[src/rtl/boot_loader.sv]
// boot_loader: receives a length-prefixed, XOR-checksummed program byte stream,
// writes it word by word into instruction memory and, once the checksum
// matches, releases the CPU from reset and starts it. Any framing error parks
// the block in ERR with the CPU held in reset.
module boot_loader #(
  parameter int unsigned DEPTH     = 256,
  parameter logic [31:0] BASE_ADDR = 32'h0000_0000
) (
  input  logic        clk_i,
  input  logic        rst_i,
  input  logic        rx_valid_i,
  input  logic [7:0]  rx_data_i,
  output logic        rx_ready_o,
  output logic        imem_we_o,
  output logic [31:0] imem_addr_o,
  output logic [31:0] imem_wdata_o,
  output logic        cpu_rst_n_o,
  output logic        start_o,
  output logic        done_o,
  output logic        err_o,
  output logic [15:0] words_o
);

  typedef enum logic [2:0] {
    S_LEN_HI = 3'd0,
    S_LEN_LO = 3'd1,
    S_DATA   = 3'd2,
    S_CSUM   = 3'd3,
    S_RUN    = 3'd4,
    S_ERR    = 3'd5
  } state_e;

  localparam logic [16:0] DEPTH_W = 17'(DEPTH);

  // Running frame checksum: XOR of every byte seen so far.
  function automatic logic [7:0] csum_upd(input logic [7:0] csum, input logic [7:0] b);
    return csum ^ b;
  endfunction

  state_e      state_q;
  logic [7:0]  len_hi_q;
  logic [15:0] words_q;
  logic [7:0]  csum_q;
  logic [23:0] asm_q;       // first three bytes of the word being assembled
  logic [1:0]  byte_cnt_q;  // byte position inside the current word
  logic [15:0] idx_q;       // index of the next word to write
  logic        imem_we_q;
  logic [31:0] imem_addr_q;
  logic [31:0] imem_wdata_q;
  logic        cpu_rst_n_q;
  logic        start_q;
  logic        done_q;
  logic        err_q;

  logic        rx_ready_s;
  logic        accept_s;
  logic [15:0] len_d;
  logic [31:0] word_d;
  logic [31:0] addr_d;
  logic        len_over_s;
  logic        last_word_s;

  // Byte intake is open in every state that still expects frame bytes.
  assign rx_ready_s  = (state_q == S_LEN_HI) || (state_q == S_LEN_LO) ||
                       (state_q == S_DATA)   || (state_q == S_CSUM);
  assign accept_s    = rx_valid_i && rx_ready_s;
  assign len_d       = {len_hi_q, rx_data_i};
  assign word_d      = {asm_q, rx_data_i};
  assign addr_d      = BASE_ADDR + {14'd0, idx_q, 2'b00};
  assign len_over_s  = ({1'b0, len_d} > DEPTH_W);
  assign last_word_s = ((idx_q + 16'd1) == words_q);

  // Frame FSM with registered memory-write and CPU-control outputs.
  always_ff @(posedge clk_i) begin
    if (!rst_i) begin
      state_q      <= S_LEN_HI;
      len_hi_q     <= 8'h00;
      words_q      <= 16'h0000;
      csum_q       <= 8'h00;
      asm_q        <= 24'h00_0000;
      byte_cnt_q   <= 2'd0;
      idx_q        <= 16'h0000;
      imem_we_q    <= 1'b0;
      imem_addr_q  <= 32'h0000_0000;
      imem_wdata_q <= 32'h0000_0000;
      cpu_rst_n_q  <= 1'b0;
      start_q      <= 1'b0;
      done_q       <= 1'b0;
      err_q        <= 1'b0;
    end else begin
      // The write strobe is a single-cycle pulse unless re-armed below.
      imem_we_q <= 1'b0;
      case (state_q)
        S_LEN_HI: begin
          if (accept_s) begin
            len_hi_q <= rx_data_i;
            csum_q   <= csum_upd(csum_q, rx_data_i);
            state_q  <= S_LEN_LO;
          end else begin
            state_q  <= S_LEN_HI;
          end
        end
        S_LEN_LO: begin
          if (accept_s) begin
            words_q <= len_d;
            csum_q  <= csum_upd(csum_q, rx_data_i);
            if (len_over_s) begin
              state_q <= S_ERR;
              err_q   <= 1'b1;
            end else if (len_d == 16'h0000) begin
              state_q <= S_CSUM;
            end else begin
              state_q <= S_DATA;
            end
          end else begin
            state_q <= S_LEN_LO;
          end
        end
        S_DATA: begin
          if (accept_s) begin
            csum_q <= csum_upd(csum_q, rx_data_i);
            if (byte_cnt_q == 2'd3) begin
              // Word complete: present it to memory on the following cycle.
              imem_we_q    <= 1'b1;
              imem_wdata_q <= word_d;
              imem_addr_q  <= addr_d;
              idx_q        <= idx_q + 16'd1;
              byte_cnt_q   <= 2'd0;
              asm_q        <= 24'h00_0000;
              if (last_word_s) begin
                state_q <= S_CSUM;
              end else begin
                state_q <= S_DATA;
              end
            end else begin
              asm_q      <= {asm_q[15:0], rx_data_i};
              byte_cnt_q <= byte_cnt_q + 2'd1;
              state_q    <= S_DATA;
            end
          end else begin
            state_q <= S_DATA;
          end
        end
        S_CSUM: begin
          if (accept_s) begin
            if (rx_data_i == csum_q) begin
              // Release and start the CPU in the same cycle.
              state_q     <= S_RUN;
              cpu_rst_n_q <= 1'b1;
              start_q     <= 1'b1;
              done_q      <= 1'b1;
            end else begin
              state_q <= S_ERR;
              err_q   <= 1'b1;
            end
          end else begin
            state_q <= S_CSUM;
          end
        end
        S_RUN: begin
          state_q <= S_RUN;
        end
        S_ERR: begin
          state_q <= S_ERR;
        end
        default: begin
          // Unreachable encoding: fail safe with the CPU held in reset.
          state_q     <= S_ERR;
          err_q       <= 1'b1;
          cpu_rst_n_q <= 1'b0;
          start_q     <= 1'b0;
          done_q      <= 1'b0;
        end
      endcase
    end
  end

  assign rx_ready_o   = rx_ready_s;
  assign imem_we_o    = imem_we_q;
  assign imem_addr_o  = imem_addr_q;
  assign imem_wdata_o = imem_wdata_q;
  assign cpu_rst_n_o  = cpu_rst_n_q;
  assign start_o      = start_q;
  assign done_o       = done_q;
  assign err_o        = err_q;
  assign words_o      = words_q;

endmodule

[config.mk]
export PLATFORM = sky130hd
export DESIGN_NAME = boot_loader
export DESIGN_NICKNAME = d
export VERILOG_FILES = /design/src/rtl/boot_loader.sv
export SDC_FILE = /design/constraint.sdc
export NUM_CORES = 1
export LEC_CHECK = 0
export BUFFER_PORTS_ARGS = -buffer_cell sky130_fd_sc_hd__clkbuf_2
export CAP_MARGIN = 20
export CORE_MARGIN = 3
export CORE_UTILIZATION = 51
export DETAILED_ROUTE_END_ITERATION = 16
export GPL_ROUTABILITY_DRIVEN = 0
export PLACE_DENSITY = 0.84
export SYNTH_ARGS = -nofsm -noshare
export SYNTH_HDL_FRONTEND = slang
export SYNTH_SLANG_ARGS = --single-unit
[constraint.sdc]
create_clock -name clk_i -period 1.9 [get_ports clk_i]
set_input_delay 0.285 -clock clk_i [delete_from_list [all_inputs] [get_ports clk_i]]
set_output_delay 0.285 -clock clk_i [all_outputs]
set_load 0.01 [all_outputs]
; ---- Word level (Yosys, flattened, before mapping)
; Index checks and enable logic that the tools add are counted.
[totals]
ff_bits = 128
inputBits = 11
out_inout_bits = 86
[classes]
n_addsub = 2
order_cmp = 1
n_eq_ne = 13
muxes = 21
n_bitwise = 3
reduce_logical = 17
[ops]
columns = cell, count
row1 = 24-bit two-way mux, 1
row2 = 16-bit by 1-bit adder with 16-bit output (second input constant), 1
row3 = 16-bit equality test, 1
row4 = 16-bit by 9-bit > comparator with 1-bit output (second input constant), 1
row5 = 16-bit logical NOT, 1
row6 = 3-bit two-way mux, 5
row7 = 3-bit one-hot mux with 5 select lines, 1
row8 = 1-bit two-way mux, 11
row9 = 3-bit AND reduction, 3
row10 = 8-bit equality test, 1
row11 = 2-bit inequality test (second input constant), 4
row12 = 2-bit AND reduction, 4
row13 = 8-bit bitwise XOR, 1
row14 = 3-bit by 2-bit equality test with 1-bit output (second input constant), 2
row15 = 3-bit equality test (second input constant), 2
row16 = 5-bit AND reduction, 1
row17 = 5-bit OR reduction, 1
row18 = 4-bit OR reduction, 1
row19 = 3-bit by 1-bit equality test with 1-bit output (second input constant), 1
row20 = 3-bit logical NOT, 1
row21 = 1-bit logical OR, 3
row22 = 1-bit one-hot mux with 3 select lines, 1
row23 = 3-bit OR reduction, 1
row24 = 2-bit by 1-bit adder with 2-bit output (second input constant), 1
row25 = 6 further kinds, 7

; ---- Longest topological paths before layout
; Gate-level depths: netlist (run 1).
[logic_depth]
depth_word = 7
depth_mapped = 8
depth_no_buf = 7

; ---- Worst setup path before layout (run 1)
; Ideal clock, no wire load.
[synth_path]
path_kind = reg2reg
startpoint = register idx_q[0]
endpoint = register state_q[0]
arrival_ps = 1878
setup_slack_ps = -62
stages_incl_launch_ff = 6
path_cell_list = dfxtp_1 ha_1 nand3_1 o32a_1 or4_1 o31ai_2
[synth_via]
elab_chain_cells = 6
[synth_rtl]
columns = element, line
row1 = from (decl), 46  ; logic [15:0] idx_q;
row2 = from (signal assigned), 127  ; idx_q <= idx_q + 16'd1;
row3 = 16-bit by 1-bit adder with 16-bit output, 71  ; assign last_word_s = ((idx_q + 16'd1) == words_q);
row4 = 16-bit equality test, 71
row5 = 1-bit two-way mux, 130  ; if (last_word_s) begin
row6 = 3-bit two-way mux, 122  ; if (byte_cnt_q == 2'd3) begin
row7 = 3-bit two-way mux, 120  ; if (accept_s) begin
row8 = 3-bit one-hot mux with 5 select lines, 93  ; case (state_q)
row9 = to (signal assigned), 98  ; state_q <= S_LEN_LO;
row10 = to (signal assigned), 131  ; state_q <= S_CSUM;
row11 = to (signal assigned), 133  ; state_q <= S_DATA;
row12 = to (decl), 40  ; state_e state_q;
; Every way passes these cells.
; A chain may end at the register's enable or synchronous reset.

; ---- Worst setup path after layout (run 1)
; Ends and elaborated chain as after synthesis.

==> flow_summary_export.csv, run 1 <==
group,metric,value,unit
setup_path,worstSetupPathType,"flip-flop to flip-flop",
pwr,pwr_density_cell,910,nW/um^2
routing,drt_wl_total,14.7,mm
layout,final_common_cell,"nand2_1",
die,die_area,12600,sq um
sta,skew,5.77,ps
grt,gr-usage-all-layers,22.8,%
yosys,synth_top_family_by_area,"simple AND/OR/NAND/NOR gates",
die,fp.dieW,112,um
grt,grt_pass1_wl,23.5,mm
die,core,10900,sq um
pwr,power_leakage,2.94,nW
sta,hold_viol,0,
clock_network,cts_hold_buf,0,
clock_network,cts_buffer_depth,2,
layout,final_cell_area,7250,sq um
routing,drtIter0Drc,344,
yosys,synthCells,685,
setup_path,critPathSlowestCell,"or4_4",
clock_network,clock_latency,420,ps
pwr,total_power,6.60,mW
yosys,synth-xor-area-share,7.32,%
sta,report.final.slew_viol_count,0,
yosys,synth-compound-area-share,16.1,%
routing,num_vias,5106,
placed_design,port_buffers,80,
layout,drive_gt1_share,25.6,%
placed_design,place.detailed.hpwl,9.49,mm
clock_network,cts_tree,"built",
pwr,p_clk_share,49.4,%
yosys,yosys.area_share.adder,0.435,%
setup_path,cp_max_fo,5,
yosys,syn-cell-area,5750,sq um
yosys,async_flop_share,0,%
routing,viasPerCell,5.41,
sta,rsz0062_at_grt,"true",
layout,final_cell_mix,"nand2_1 (167), dfxtp_1 (115), clkbuf_2 (80)",
yosys,synth_edf_count,0,
yosys,yosysSeqAreaShare,44.6,%
clock_network,clk_pin_slew,60,ps
die,initial_core_util,52.6,%
yosys,yosys.area_share.simple,25.2,%
setup_path,critical_path.max_stage_delay,550,ps
clock_network,cts_sinks,128,
setup_path,cp.arrival,2220,ps
pwr,p_sw,1.56,mW
pwr,ir_worst_vdd,0.683,mV
pwr,pwr-share-seq,42.6,%
die,io_pins,97,
clock_network,cts_made_buffers,17,
routing,drcViolationCount,0,
setup_path,crit_path_end_kind,"flip-flop",
layout,final_nets,805,
pwr,swShare,23.6,%
pwr,combPwrFrac,8.0,%
grt,overflow,0,
setup_path,startpoint_type,"flip-flop",
min_path,hold_class,"input pin to flip-flop",
yosys,ys_ff_latch,128,
job,maxCapViolCount,0,
sta,fin_setup_tns,0,ps
yosys,ys_types,49,
routing,wl_per_cell,15.6,um
pwr,p_int,5.04,mW
sta,slew_headroom,65.3,%
routing,first_pass_iters,4,
setup_path,worstPathCellList,"ha_2, nand3_2, o32a_1, or4_4, o31ai_2",
grt,grt_pass1_vias,4961,
layout,antennaDiodeCount,0,
sta,finalCritPeriodShare,99.1,%
die,num_rows,38,
grt,antenna_found_initial,0,
layout,syn_to_final_growth,26.2,%
yosys,synth.area.mux_share,0.196,%
placed_design,placed_cell_area,6530,sq um
clock_network,htreeDepth,4,
layout,stdcell_count,944,
yosys,synth.avg_cell_area,8.39,sq um
yosys,yosys_warnings,0,
layout,post-route-util,66.3,%
sta,fin_crit,1880,ps
die,die_h,112,um
routing,drt.antenna.violating_nets,0,
sta,fmax,0.531,GHz
clock_network,root_buffer,"clkbuf_16",
status,outcome,"finished clean",
sta,max_slew.worst_pin.slew,519,ps
yosys,synth_ff_type,"dfxtp_1",
setup_path,required,2230,ps
grt,grt_max_degree,128,
sta,final-setup-viol-count,0,
placed_design,dp_cells,913,
cell families after synthesis:
kind of cell / Yosys count
AO/OA/AOI/OAI: 133
XOR/XNOR: 48
flip-flops: 128
buffers and inverters: 71
multiplexers: 1
other: 1
AND/OR/NAND/NOR: 301
adder cells (fa/ha/maj): 2
final cells by class:
type	count	area (sq um)
Sequential cell	128	2590
Timing Repair Buffer	136	841
Fill cell	818	3680
Clock buffer	18	429
Tap cell	140	175
Inverter	8	30.0
Multi-Input combinational cell	501	3020
Clock inverter	13	165
flip-flops by register name, summed over array words and instances (netlist names):
signal	flops
asm_q	24
imem_addr_o	16
imem_wdata_o	32
idx_q	16
done_o	1
byte_cnt_q	2
imem_we_o	1
err_o	1
state_q	3
csum_q	8
len_hi_q	8
words_o	16
critical path: cells and delay by family, from the launching register on:
kind	cells	cell delay, ps
AO/OA/AOI/OAI	2	550
adder cells (fa/ha/maj)	1	190
flip-flops	1	380
AND/OR/NAND/NOR	2	680
timing repair:
action                                 CTS  global route
setup endpoints to repair                3            16
gates resized for setup                 12            23
pin swaps                                1             1
endpoints found under the hold margin    0             0
buffers inserted                         0             0
layer usage:
layer	up-vias	GRT usage (%)	part of all wire, %
met5	-	0	0
li1	2469	-	-
met2	177	37.0	49
met3	35	6.25	5.5
met4	0	10.0	2.9
met1	2425	28.6	43
power groups by stage:
stage | registers, mW | clock network, mW | logic [mW]
after global routing | 2.81 | 3.41 | 0.577
final | 2.81 | 3.26 | 0.527
after global placement | 2.86 | 0 | 0.480
after floorplan | 2.86 | 0 | 0.338
after CTS | 2.80 | 3.26 | 0.507
after detailed placement | 2.87 | 0 | 0.494
synth_stat cells (2+ instances only):
| cell type | number | area [sq um] |
|---|---|---|
| nand2_1 | 169 | 634 |
| dfxtp_1 | 128 | 2560 |
| a21boi_0 | 78 | 586 |
| clkbuf_1 | 35 | 131 |
| xnor2_1 | 33 | 289 |
| a21oi_1 | 28 | 140 |
| nor2b_1 | 27 | 169 |
| and3_1 | 25 | 156 |
| and2_1 | 19 | 119 |
| buf_4 | 19 | 143 |
| xor2_1 | 15 | 131 |
| nor2_1 | 12 | 45.0 |
| o21ai_0 | 11 | 55.1 |
| inv_1 | 8 | 30.0 |
| nand3_1 | 7 | 35.0 |
| nor3_1 | 7 | 35.0 |
| or3_1 | 7 | 43.8 |
| nor4_1 | 6 | 37.5 |
| buf_2 | 5 | 25.0 |
| nand4_1 | 5 | 31.3 |
| or4_1 | 5 | 37.5 |
| clkbuf_2 | 3 | 15.0 |
| nand2b_1 | 3 | 18.8 |
| o21a_1 | 3 | 22.5 |
| ha_1 | 2 | 25.0 |
| nand4_2 | 2 | 25.0 |
path summary, 6_finish.rpt:
check,slack (ps),start,cells past startpoint,endpoint
worst max-delay path,20,idx_q[0]$_SDFFE_PN0P_,5,state_q[0]$_SDFF_PN0_
worst min-delay path,270,rx_data_i[1],4,imem_wdata_o[1]$_SDFFE_PN0P_
worst max register to register,20,idx_q[0]$_SDFFE_PN0P_,5,state_q[0]$_SDFF_PN0_
worst min register to register,460,imem_addr_o[12]$_SDFFE_PN0P_,2,imem_addr_o[12]$_SDFFE_PN0P_
through the flow:
step	hold WS, ps	setup slack, ps
2_1_floorplan	430	4.17
3_3_place_gp	452	-123
3_5_place_dp	458	-158
4_1_cts	269	6.24
5_1_grt	290	-45.5
6_report	274	16.3
Note: power is estimated with default switching activity, not from simulation.
==> inputs of run 2 (changes only) <==
Settings changed: SETUP_SLACK_MARGIN from default to 0.15.
==> flow_summary_export.csv, run 2 (synthesized netlist as in run 1, its figures left out) <==
group,metric,value,unit
sta,fin_setup_tns,-38.7,ps
sta,setup_ws,-37.3,ps
min_path,hold_class,"input pin to flip-flop",
status,outcome,"complete, but fails checks",
sta,fin_crit,1940,ps
setup_path,startpoint_type,"flip-flop",
layout,largest_register_ffs,32,
clock_network,clock_latency,420,ps
pwr,ir_worst_vdd,0.542,mV
clock_network,cts_buffer_depth,2,
setup_path,critical_path.max_stage_delay,440,ps
routing,num_vias,5361,
sta,rsz0062_at_grt,"true",
grt,antenna_found_initial,0,
setup_path,critPathSlowestCell,"or4_4",
layout,final_cell_mix,"nand2_1 (166), dfxtp_1 (113), clkbuf_2 (80)",
clock_network,cts_sinks,128,
status,violations,"setup timing",
routing,drt.antenna.violating_nets,0,
sta,max_slew.worst_pin.slew,572,ps
die,die_h,112,um
routing,wl_per_cell,17.5,um
die,io_pins,97,
grt,grt_max_degree,128,
clock_network,cts_made_buffers,17,
sta,final-setup-viol-count,2,
die,fp.dieW,112,um
sta,skew,6.20,ps
die,core,10900,sq um
routing,drtIter0Drc,499,
layout,post-route-util,68.2,%
setup_path,cp_max_fo,4,
pwr,power_leakage,3.03,nW
grt,grt_pass1_vias,5032,
clock_network,cts_hold_buf,0,
clock_network,root_buffer,"clkbuf_16",
routing,drcViolationCount,0,
grt,gr-usage-all-layers,24.2,%
layout,syn_to_final_growth,29.7,%
pwr,pwr_density_cell,924,nW/um^2
die,initial_core_util,52.6,%
placed_design,port_buffers,80,
routing,drt_wl_total,16.6,mm
sta,report.final.slew_viol_count,0,
die,num_rows,38,
layout,drive_gt1_share,27.5,%
die,die_area,12600,sq um
sta,finalCritPeriodShare,102,%
grt,overflow,0,
layout,final_common_cell,"nand2_1",
routing,first_pass_iters,6,
sta,slew_headroom,61.8,%
sta,hold_viol,0,
placed_design,place.detailed.hpwl,9.74,mm
setup_path,crit_path_end_kind,"flip-flop",
setup_path,worstSetupPathType,"flip-flop to flip-flop",
setup_path,required,2240,ps
clock_network,clk_pin_slew,60,ps
clock_network,htreeDepth,4,
layout,final_nets,806,
routing,viasPerCell,5.67,
setup_path,worstPathCellList,"buf_4, nand3_4, xnor2_2, a2111oi_4, nand3_1, or4_4, o31ai_2",
layout,antennaDiodeCount,0,
clock_network,cts_tree,"built",
layout,fillerInstances,787,
sta,fmax,0.516,GHz
grt,grt_pass1_wl,24.8,mm
job,maxCapViolCount,0,
setup_path,cp.arrival,2280,ps
[run 2: final timing paths]
check	startpoint	end	slack [ps]	depth (start not counted)
setup / recovery	idx_q[0]$_SDFFE_PN0P_	state_q[0]$_SDFF_PN0_	-40	7
hold / removal	rx_data_i[0]	words_o[0]$_SDFFE_PN0P_	280	4
setup reg to reg	idx_q[0]$_SDFFE_PN0P_	state_q[0]$_SDFF_PN0_	-40	7
hold reg to reg	imem_wdata_o[16]$_SDFFE_PN0P_	imem_wdata_o[16]$_SDFFE_PN0P_	460	2
[run 2: layout make-up]
type	instances	area, sq um	area share (%)
inverters	8	33.8	0.453
clock inverters	12	183	2.45
repair buffers	137	876	11.7
clock buffers	20	457	6.13
flip-flops and latches	128	2600	34.9
well taps	140	175	2.35
multi-input cells	501	3130	42.0
[run 2: routing by layer]
metal / vias up / part of all wire, % / track usage, % / wire (um)
li1: 2457 / - / - / -
met1: 2499 / 39 / 30.0 / 6450
met2: 307 / 47 / 39.0 / 7840
met3: 98 / 8.3 / 6.31 / 1380
met4: 0 / 5.6 / 12.1 / 922
met5: - / 0 / 0 / 0
[run 2: power by group]
group	internal, mW	switching, mW
Clock	2.27	1.22
Sequential	2.74	0.0725
Combinational	0.260	0.325
[run 2: worst max-delay path, delay by kind of cell, from the launching register on]
| family | cells | cell delay (ps) |
|---|---|---|
| buf+inv | 1 | 150 |
| compound gates | 2 | 510 |
| simple gates | 3 | 650 |
| xor+xnor | 1 | 170 |
| flops | 1 | 390 |
[run 2: per-stage QoR]
stage	setup slack, ps	total power, mW	hold slack [ps]	instance area [sq um]	std cells
floorplan	10.6	3.20	430	5860	700
global placement	-124	3.34	451	6540	913
detailed placement	-196	3.36	456	6540	913
CTS	17.3	6.81	271	7270	945
global route	-78.8	7.08	289	7460	946
finish	-37.3	6.89	279	7460	946
[run 2: repair_timing]
item                                    CTS  global route
endpoints found under the setup margin   14            52
pin swaps                                 3             3
hold endpoints to repair                  0             0
resized for setup                        28            40
setup buffers                             0             1
==> inputs of run 3 (changes only) <==
Settings changed: PLACE_DENSITY 0.84 to 0.76.
==> flow_summary_export.csv, run 3 (synthesized netlist as in run 1, its figures left out) <==
group,metric,value,unit
die,core,10900,sq um
pwr,pwr_density_cell,913,nW/um^2
sta,skew,8.25,ps
sta,max_slew.worst_pin.slew,559,ps
clock_network,clock_latency,430,ps
routing,viasPerCell,5.40,
layout,stdcell_count,951,
layout,syn_to_final_growth,28.9,%
die,die_area,12600,sq um
placed_design,port_buffers,80,
die,die_h,112,um
sta,slew_headroom,62.7,%
routing,wl_per_cell,15.7,um
routing,drt_wl_total,15.0,mm
setup_path,cp_max_fo,4,
layout,final_common_cell,"nand2_1",
placed_design,pre_cts_ws,-163,ps
setup_path,crit_path_end_kind,"flip-flop",
grt,gr-usage-all-layers,23.1,%
setup_path,startpoint_type,"flip-flop",
clock_network,cts_sinks,128,
sta,final-setup-viol-count,1,
layout,final_cell_area,7410,sq um
placed_design,dp_cells,913,
layout,drive_gt1_share,27.0,%
pwr,ir_worst_vdd,0.557,mV
grt,antenna_found_initial,0,
setup_path,required,2250,ps
layout,largest_register_ffs,32,
sta,fin_crit,1930,ps
job,maxCapViolCount,0,
placed_design,place.detailed.hpwl,9.63,mm
min_path,hold_class,"input pin to flip-flop",
sta,setup_ws,-30.6,ps
grt,overflow,0,
sta,rsz0062_at_grt,"true",
clock_network,cts_buffer_depth,2,
sta,worst_hold_slack,240,ps
die,initial_core_util,52.6,%
clock_network,root_buffer,"clkbuf_16",
routing,num_vias,5140,
layout,antennaDiodeCount,0,
routing,drtIter0Drc,340,
setup_path,worstSetupPathType,"flip-flop to flip-flop",
clock_network,htreeDepth,4,
layout,post-route-util,67.7,%
die,io_pins,97,
sta,report.final.slew_viol_count,0,
sta,fmax,0.518,GHz
sta,hold_viol,0,
die,fp.dieW,112,um
clock_network,clk_pin_slew,60,ps
die,num_rows,38,
pwr,power_leakage,3.00,nW
pwr,total_power,6.76,mW
layout,final_nets,811,
placed_design,placed_cell_area,6550,sq um
clock_network,cts_tree,"built",
routing,first_pass_iters,5,
layout,final_cell_mix,"nand2_1 (166), dfxtp_1 (116), clkbuf_2 (80)",
grt,grt_max_degree,128,
clock_network,cts_made_buffers,17,
status,outcome,"complete, but fails checks",
routing,drt.antenna.violating_nets,0,
setup_path,cp.arrival,2280,ps
status,violations,"setup timing",
sta,finalCritPeriodShare,102,%
clock_network,cts_hold_buf,0,
routing,drcViolationCount,0,
sta,fin_setup_tns,-30.6,ps
grt,grt_pass1_vias,4877,
grt,grt_pass1_wl,23.7,mm
## run 3: layout make-up
class,count,area (sq um)
Clock buffer,20,457
Clock inverter,12,156
Fill cell,870,3530
Inverter,8,33.8
Multi-Input combinational cell,501,3090
Sequential cell,128,2590
Tap cell,140,175
Timing Repair Buffer,142,910
## run 3: final timing paths
path / start / to / slack [ps] / cells past startpoint
max: idx_q[1]$_SDFFE_PN0P_ / state_q[0]$_SDFF_PN0_ / -30 / 5
min: rst_i / imem_we_o$_SDFF_PN0_ / 240 / 2
max reg2reg: idx_q[1]$_SDFFE_PN0P_ / state_q[0]$_SDFF_PN0_ / -30 / 5
min reg2reg: imem_addr_o[12]$_SDFFE_PN0P_ / imem_addr_o[12]$_SDFFE_PN0P_ / 460 / 2
## run 3: where the power goes
part	leakage, nW	switching [mW]	internal [mW]
clock	0.289	1.23	2.14
combinational	1.67	0.321	0.269
sequential	1.04	0.0642	2.74
total	3.00	1.61	5.15
## run 3: metal layers
metal  track usage [%]  part of all wire, %  vias up
li1                  -                    -     2477
met1              28.3                   42     2448
met2              39.3                   49      181
met3              6.15                  6.7       34
met4              8.25                  2.4        0
met5                 0                    0        -
## run 3: critical path, cell delays in order, from the launching register on
cell and delay (ps):
dfxtp_4 360, ha_2 170, nand3_1 190, o32a_1 400, or4_4 560, o31ai_4 170
## run 3: what timing repair did
item | in CTS | in global routing
setup endpoints to repair | 16 | 35
resized for setup | 19 | 32
buffers inserted | 2 | 4
pin swaps | 2 | 3
